### config.mk
export PLATFORM = sky130hd
export DESIGN_NAME = fft_frame_sequencer
export DESIGN_NICKNAME = d
export VERILOG_FILES = /design/src/rtl/fft_frame_sequencer.sv
export SDC_FILE = /design/constraint.sdc
export NUM_CORES = 2
export LEC_CHECK = 0
export CAP_MARGIN = 20
export CELL_PAD_IN_SITES_DETAIL_PLACEMENT = 0
export CELL_PAD_IN_SITES_GLOBAL_PLACEMENT = 2
export CORE_ASPECT_RATIO = 1.5
export CORE_MARGIN = 2
export CORE_UTILIZATION = 37
export CTS_BUF_LIST = sky130_fd_sc_hd__clkbuf_4
export CTS_CLUSTER_SIZE = 8
export DETAILED_ROUTE_END_ITERATION = 16
export PLACE_DENSITY_LB_ADDON = 0.25
export SLEW_MARGIN = 10
export SYNTH_ARGS = -nofsm -noshare
export SYNTH_HDL_FRONTEND = slang
export SYNTH_SLANG_ARGS = --single-unit
export TNS_END_PERCENT = 50
### constraint.sdc
create_clock -name clk -period 5.1 [get_ports clk]
set_input_delay 0.51 -clock clk [delete_from_list [all_inputs] [get_ports clk]]
set_output_delay 0.51 -clock clk [all_outputs]
set_load 0.05 [all_outputs]
### src/rtl/fft_frame_sequencer.sv
// Per-frame FFT sequencer: starts the FFT on each vsync rising edge, waits for done
// (with timeout), then walks the bins applying peak-hold and decay to the bar buffer.

module fft_bin_lane #(
   parameter int MAG_W       = 14,
   parameter int HOLD_FRAMES = 8,
   parameter int DECAY_SHIFT = 4
) (
   input  logic             clk,
   input  logic             rst,
   input  logic             en,
   input  logic [MAG_W-1:0] mag,
   output logic [MAG_W-1:0] bar
);
   logic [7:0]       hold;
   logic [MAG_W-1:0] dec;

   // Small non-zero bars still fall by at least one step so they reach zero.
   always_comb begin
      dec = bar >> DECAY_SHIFT;
      if (dec == '0 && bar != '0) dec = MAG_W'(1);
   end

   always_ff @(posedge clk or negedge rst) begin
      if (!rst) begin
         bar  <= '0;
         hold <= '0;
      end else if (en) begin
         if (mag >= bar) begin
            bar  <= mag;
            hold <= 8'(HOLD_FRAMES);
         end else if (hold != '0) begin
            hold <= hold - 8'd1;
         end else begin
            bar <= bar - dec;
         end
      end
   end
endmodule

module fft_frame_sequencer #(
   parameter int N           = 16,
   parameter int MAG_W       = 14,
   parameter int HOLD_FRAMES = 8,
   parameter int DECAY_SHIFT = 4,
   parameter int TIMEOUT     = 1023
) (
   input  logic               clk,
   input  logic               rst,
   input  logic               frame_tick,
   output logic               fft_start,
   input  logic               fft_done,
   input  logic [N*MAG_W-1:0] mag_in,
   output logic [N*MAG_W-1:0] bars,
   output logic               bars_valid,
   output logic               busy,
   output logic [7:0]         timeout_count,
   output logic [7:0]         overrun_count
);
   localparam int CNT_W = $clog2(TIMEOUT + 1);
   localparam int IDX_W = $clog2(N);

   typedef enum logic [2:0] {IDLE, START, WAIT_DONE, UPDATE, DONE} state_t;

   state_t                    state;
   logic [CNT_W-1:0]          cnt;
   logic [IDX_W-1:0]          idx;
   logic                      tick_q, done_q;
   logic                      tick_rise, done_rise;
   logic [N-1:0][MAG_W-1:0]   bar_q;

   assign tick_rise = frame_tick & ~tick_q;
   assign done_rise = fft_done & ~done_q;
   assign bars      = bar_q;

   // One lane per bin; only the lane addressed by idx updates during the walk.
   for (genvar i = 0; i < N; i++) begin : g_lane
      fft_bin_lane #(
         .MAG_W(MAG_W), .HOLD_FRAMES(HOLD_FRAMES), .DECAY_SHIFT(DECAY_SHIFT)
      ) u_lane (
         .clk(clk),
         .rst(rst),
         .en (state == UPDATE && idx == IDX_W'(i)),
         .mag(mag_in[i*MAG_W +: MAG_W]),
         .bar(bar_q[i])
      );
   end

   always_ff @(posedge clk or negedge rst) begin
      if (!rst) begin
         state         <= IDLE;
         cnt           <= '0;
         idx           <= '0;
         tick_q        <= 1'b0;
         done_q        <= 1'b0;
         fft_start     <= 1'b0;
         bars_valid    <= 1'b0;
         busy          <= 1'b0;
         timeout_count <= '0;
         overrun_count <= '0;
      end else begin
         tick_q     <= frame_tick;
         done_q     <= fft_done;
         fft_start  <= 1'b0;
         bars_valid <= 1'b0;
         // A tick while a frame is in flight is dropped, not queued.
         if (tick_rise && state != IDLE && overrun_count != 8'hFF)
            overrun_count <= overrun_count + 8'd1;
         case (state)
            IDLE: if (tick_rise) begin
               state     <= START;
               fft_start <= 1'b1;
               busy      <= 1'b1;
            end
            START: begin
               cnt   <= '0;
               state <= WAIT_DONE;
            end
            WAIT_DONE: begin
               if (done_rise) begin
                  state <= UPDATE;
                  idx   <= '0;
               end else if (cnt == CNT_W'(TIMEOUT)) begin
                  state <= IDLE;
                  busy  <= 1'b0;
                  if (timeout_count != 8'hFF) timeout_count <= timeout_count + 8'd1;
               end else begin
                  cnt <= cnt + 1'b1;
               end
            end
            UPDATE: begin
               if (idx == IDX_W'(N-1)) begin
                  state      <= DONE;
                  bars_valid <= 1'b1;
               end else begin
                  idx <= idx + 1'b1;
               end
            end
            DONE: begin
               state <= IDLE;
               busy  <= 1'b0;
            end
            default: begin
               state <= IDLE;
               busy  <= 1'b0;
            end
         endcase
      end
   end
endmodule

Word-level counts from Yosys, hierarchy flattened --
Cells that the tools add are included.
Storage, ports and cells: bits of input ports 228, word-level logic and storage cells 385, bits in read-only memories 0, RAM bits 0, register bits after elaboration 390, output and inout bits 243, memories 0, latch bits 0
Operators by class: bitwise logic cells 6, equal/unequal tests 45, order comparisons 16, mux-type cells 99, add/subtract/negate cells 36, div/mod/pow operators 0, reduce and logical (&&, ||, !) cells 141, multipliers 0, shift-type cells 0
Operators by type and width (count):
- 14-bit two-way mux | 32
- 8-bit two-way mux | 32
- 14-bit greater-or-equal comparator | 16
- 14-bit logical NOT | 16
- 14-bit nonzero test | 16
- 14-bit subtractor | 16
- 10-bit two-way mux | 18
- 8-bit nonzero test | 16
- 8-bit by 1-bit subtractor with 8-bit output (second input constant) | 16
- 2-bit AND reduction | 32
- 2-bit nonzero test | 18
- 1-bit logical AND | 34
- 2-bit by 1-bit != test with 1-bit output (second input constant) | 17
- 4-bit equality test (second input constant) | 8
- 10-bit one-hot mux with 2 select lines | 1
- 8-bit by 1-bit adder with 8-bit output (second input constant) | 2
- 4-bit by 3-bit equality test with 1-bit output (second input constant) | 4
- 8-bit != test (second input constant) | 2
- 3-bit two-way mux | 4
- 2-bit != test (second input constant) | 6
- 3-bit one-hot mux with 4 select lines | 1
- 10-bit by 1-bit adder with 10-bit output (second input constant) | 1
- 10-bit equality test (second input constant) | 1
- 3-bit AND reduction | 3
- 17 further kinds | 31

Longest topological paths before layout --
depth after elaboration 6, mapped depth 14, gate-level depth less buffers 14

Hierarchy --
From an unflattened synthesis, not the netlist that was laid out.
Unflattened totals: cells, all modules 4136, area total of the unflattened synthesis 35477.8 µm²
Modules (own cells, without submodules):
- fft_bin_lane at g_lane[11].u_lane ... | area each 2148.3 µm², cells an instance 251, times used 9, seq. area each 550.5 µm²
- fft_bin_lane at g_lane[0].u_lane ... | area each 1949.4 µm², cells an instance 233, times used 4, seq. area each 550.5 µm²
- fft_bin_lane at g_lane[9].u_lane | area each 2190.9 µm², cells an instance 252, times used 1, seq. area each 550.5 µm²
- fft_bin_lane at g_lane[8].u_lane | area each 2167.1 µm², cells an instance 256, times used 1, seq. area each 550.5 µm²
- fft_bin_lane at g_lane[13].u_lane | area each 2078.2 µm², cells an instance 248, times used 1, seq. area each 550.5 µm²
- fft_frame_sequencer | area each 1909.3 µm², cells an instance 189, times used 1, seq. area each 950.9 µm²

Least setup slack after synthesis --
Ideal clock, no wire load.
path kind reg-to-reg, start register g_lane[5].u_lane.bar[10], end register g_lane[5].u_lane.bar[11], data required time 5031 ps, buffers on the path 0, library setup time 69 ps, arrival time 3193 ps, stages on the path, launching flop included 12, clock period less this slack 3262 ps, path slack 1838 ps, cells stage by stage dfrtp_1 -> nor3_1 -> o41ai_1 -> o41ai_1 -> ha_1 -> nor2b_1 -> o31a_1 -> o41ai_1 -> a211oi_1 -> or4_1 -> or4_1 -> nand3_1
Between the ends: word-level cells in the longest chain between the ends 6, elaborated cells on any way between the ends 10, those cells by class add/sub (1); order compare (1); eq/ne (1); mux (3); reduce/logical (4)
Ends and longest elaborated chain:
- start: declaration | RTL line 13 | output logic [MAG_W-1:0] bar
- start signal: assignment | RTL line 30 | bar <= mag;
- start signal: assignment | RTL line 35 | bar <= bar - dec;
- 14-bit logical NOT / 14-bit nonzero test (equally long branches) | RTL line 21 | if (dec == '0 && bar != '0) dec = MAG_W'(1);
- 1-bit logical AND | RTL line 21
- 10-bit two-way mux | RTL line 21
- 14-bit subtractor | RTL line 35
- 14-bit two-way mux | RTL line 32 | end else if (hold != '0) begin
- 14-bit two-way mux | RTL line 29 | if (mag >= bar) begin
Several ways; a longest one is shown, not always the timed one. The select of a mux whose other input is x is not followed. A chain may end at the register's enable or synchronous reset.

Worst setup path after layout --
start register g_lane[5].u_lane.bar[11], end register g_lane[5].u_lane.bar[11]
The elaborated chain is that of the path after synthesis.

==> flow_summary.yaml <==
sta:
  min_period_over_period: 0.726
  setup_viol: 0
  finalCriticalPeriod_ns: 3.70
  fin_hold_ws_ns: 0.113
  rsz0062_at_grt: "false"
  setup_tns_ns: 0
  clock.fmax_mhz: 270
  worst_slew_pin_slew_ns: 1.03
  slew_headroom: 0.316
  finalHoldViolCount: 0
  slew_violations: 0
  skew_ns: 0.0270
cts:
  worst_skew_pair.late_latency_ns: 0.98
  cts_tree: "built"
  post-cts-setup-buffers: 0
  cts.path.max_buffers: 3
  root_buffer: "clkbuf_4"
  cts-buffers-inserted: 111
  clk_pin_slew_ns: 0.07
  clkSinkCount: 390
  htree_levels: 3
detailed_routing:
  dr.pass1.iters: 5
  drtIter0Drc: 1654
  wirelength_um: 111000
  ant_nets: 0
  wl_met2_um: 55500
  top_layer: "met5"
  wl_met3_um: 5210
  vias: 32400
  wl_met1_um: 46800
  vias_per_cell: 5.64
  wl_per_cell_um: 19.3
  drcViolationCount: 0
global_route:
  antenna_found_initial: 13
  grt_max_degree: 112
  overflow: 0
  track_usage: 0.235
  grt_pass1_vias: 32600
  grt_pass1_wl_um: 178000
setup_path:
  crit_arrival_ns: 4.61
  end_kind: "flip-flop"
  path_buf_inv: 0
  critical_path_class: "flip-flop to flip-flop"
  cp_max_fo: 7
  required_ns: 6.01
  cp-start-kind: "flip-flop"
  worst_path_largest_cell_delay_ns: 0.55
  crit_chain: "nor3_1 > o41ai_1 > o41ai_1 > ha_1 > nor2b_1 > o31a_1 > o41ai_1 > a211oi_1 > or4_1 > or4_1 > nand3_1"
  crit_slowest_cell: "o41ai_1"
  critPathTopFamily: "simple AND/OR/NAND/NOR gates"
  crit_top_cell: "o41ai_1"
die:
  fp.coreArea_um2: 89900
  num_io_pins: 471
  die_x_um: 249
  die_h_um: 372
  rows: 135
  initial_core_util: 0.372
  dieArea_um2: 92700
placement:
  port_buffers: 470
  place_hpwl_um: 83400
  place.gp.congestion: 0.862
  placedCellCount: 5549
pwr:
  p_per_area_nw_per_um2: 414
  swShare: 0.476
  max-vdd-ir-drop_v: 0.000225
  p_switching_w: 0.00803
  p_seq_frac: 0.270
  power_w: 0.0169
  power.internal_w: 0.00884
  clockPowerShare: 0.171
  pwr-share-comb: 0.559
  total_leakage_power_nw: 19.0
cells_and_area:
  syn_to_final_growth_pct: 22.0
  final_cell_mix: "clkdlybuf4s50_1, inv_1, ha_1"
  num-fill-cells: 9183
  fin_nets: 5169
  fin_util: 0.453
  final_cell_count_no_fill: 5745
  final_common_cell: "clkdlybuf4s50_1"
  drive_gt1_frac: 0.0551
logic_synthesis:
  seq_area_frac_synth: 0.292
  async_flop_share: 1.00
  synth_area_um2: 33400
  synthTopCellsByArea: "dfrtp_1, ha_1, inv_1, o21ai_0, a21oi_1"
  synth.avg_cell_area_um2: 8.31
  synthFlopType: "dfrtp_1"
  synth.top_cell.area_share: 0.292
  synth_edf_count: 0
  synth_cell_types: 88
  yosysWarningCount: 0
  synth_fp_nets: 4684
  synth_seq_cells: 390
  yosys.area.top_type: "dfrtp_1"
  netlist_instances: 4017
status:
  status: "finished, final reports clean"
worst_hold_path:
  min_path_type: "input pin to async pin"
flow_run:
  drv_cap: 0
## power groups by stage
stage / registers (W) / logic (W) / clock network (W)
2_1_floorplan: 0.00543 / 0.00575 / 0
3_3_place_gp: 0.00462 / 0.00940 / 0
3_5_place_dp: 0.00461 / 0.00940 / 0
4_1_cts: 0.00456 / 0.00946 / 0.00304
5_1_grt: 0.00467 / 0.0105 / 0.00318
6_report: 0.00456 / 0.00943 / 0.00288
## Yosys cell counts, types with 73 or more instances
cell type and n:
a21oi_1 259, nor3_1 124, dfrtp_1 390, a21o_1 75, inv_1 444, nand3_1 126
nor2_1 236, nand2_1 247, ha_1 423, nand4_1 84, o21ai_0 324, clkbuf_1 130
xnor2_1 73
## logic make-up after synthesis
logic type | Yosys count | synth area share
AOI/OAI and AO/OA | 1302 | 0.258
xor gates and xnor gates | 113 | 0.0296
adders and majority gates | 439 | 0.168
buffers and inverters | 585 | 0.0661
DFF | 390 | 0.292
muxes | 38 | 0.0117
and+or+nand+nor | 1150 | 0.175
## cell type report
cell class | instances | area, µm² | area share
flip-flops and latches | 390 | 9760 | 0.240
clock inverters | 28 | 108 | 0.00264
repair buffers | 513 | 5070 | 0.125
diodes | 8 | 20.0 | 0.000491
inverters | 444 | 1670 | 0.0409
well taps | 1164 | 1460 | 0.0357
multi-input cells | 3042 | 21500 | 0.527
clock buffers | 156 | 1170 | 0.0287
## sequential cells by signal, summed over array words and instances (netlist names)
| name | count |
|---|---|
| tick_q | 1 |
| g_lane.u_lane.bar | 224 |
| fft_start | 1 |
| busy | 1 |
| g_lane.u_lane.hold | 128 |
| cnt | 10 |
| overrun_count | 8 |
| idx | 4 |
| bars_valid | 1 |
| done_q | 1 |
| timeout_count | 8 |
| state | 3 |
## timing repair
| item | in CTS | in global routing |
|---|---|---|
| resized for setup | 0 | 0 |
| hold buffers | 3 | 0 |
| endpoints found under the hold margin | 109 | 0 |
## metrics by stage
| stage | cell area (µm²) | worst slack [ns] |
|---|---|---|
| floorplan | 33400 | 1.84 |
| global placement | 39400 | 1.18 |
| detailed placement | 39400 | 1.17 |
| CTS | 40700 | 1.42 |
| global route | 40700 | 1.19 |
| finish | 40700 | 1.40 |
## per-layer routing
layer  GRT usage  vias to the layer above
li1            -                    15900
met1       0.281                    15600
met2       0.422                      745
met3      0.0416                      188
met4      0.0864                        8
met5           0                        -
## worst paths after layout
| path | from | to | slack [ns] | cells past startpoint |
|---|---|---|---|---|
| worst max-delay path | g_lane[5].u_lane.bar[11] | g_lane[5].u_lane.bar[11] | 1.40 | 11 |
| worst min-delay path | rst | g_lane[0].u_lane.bar[3] | 0.11 | 2 |
| worst max register to register | g_lane[5].u_lane.bar[11] | g_lane[5].u_lane.bar[11] | 1.40 | 11 |
| worst min register to register | g_lane[6].u_lane.hold[7] | g_lane[6].u_lane.hold[7] | 0.48 | 1 |
| max in group asynchronous | rst | g_lane[1].u_lane.bar[9] | 3.70 | 3 |
| min in group clk | mag_in[22] | g_lane[1].u_lane.bar[8] | 0.15 | 3 |
Note: power is estimated with default switching activity, not from simulation.
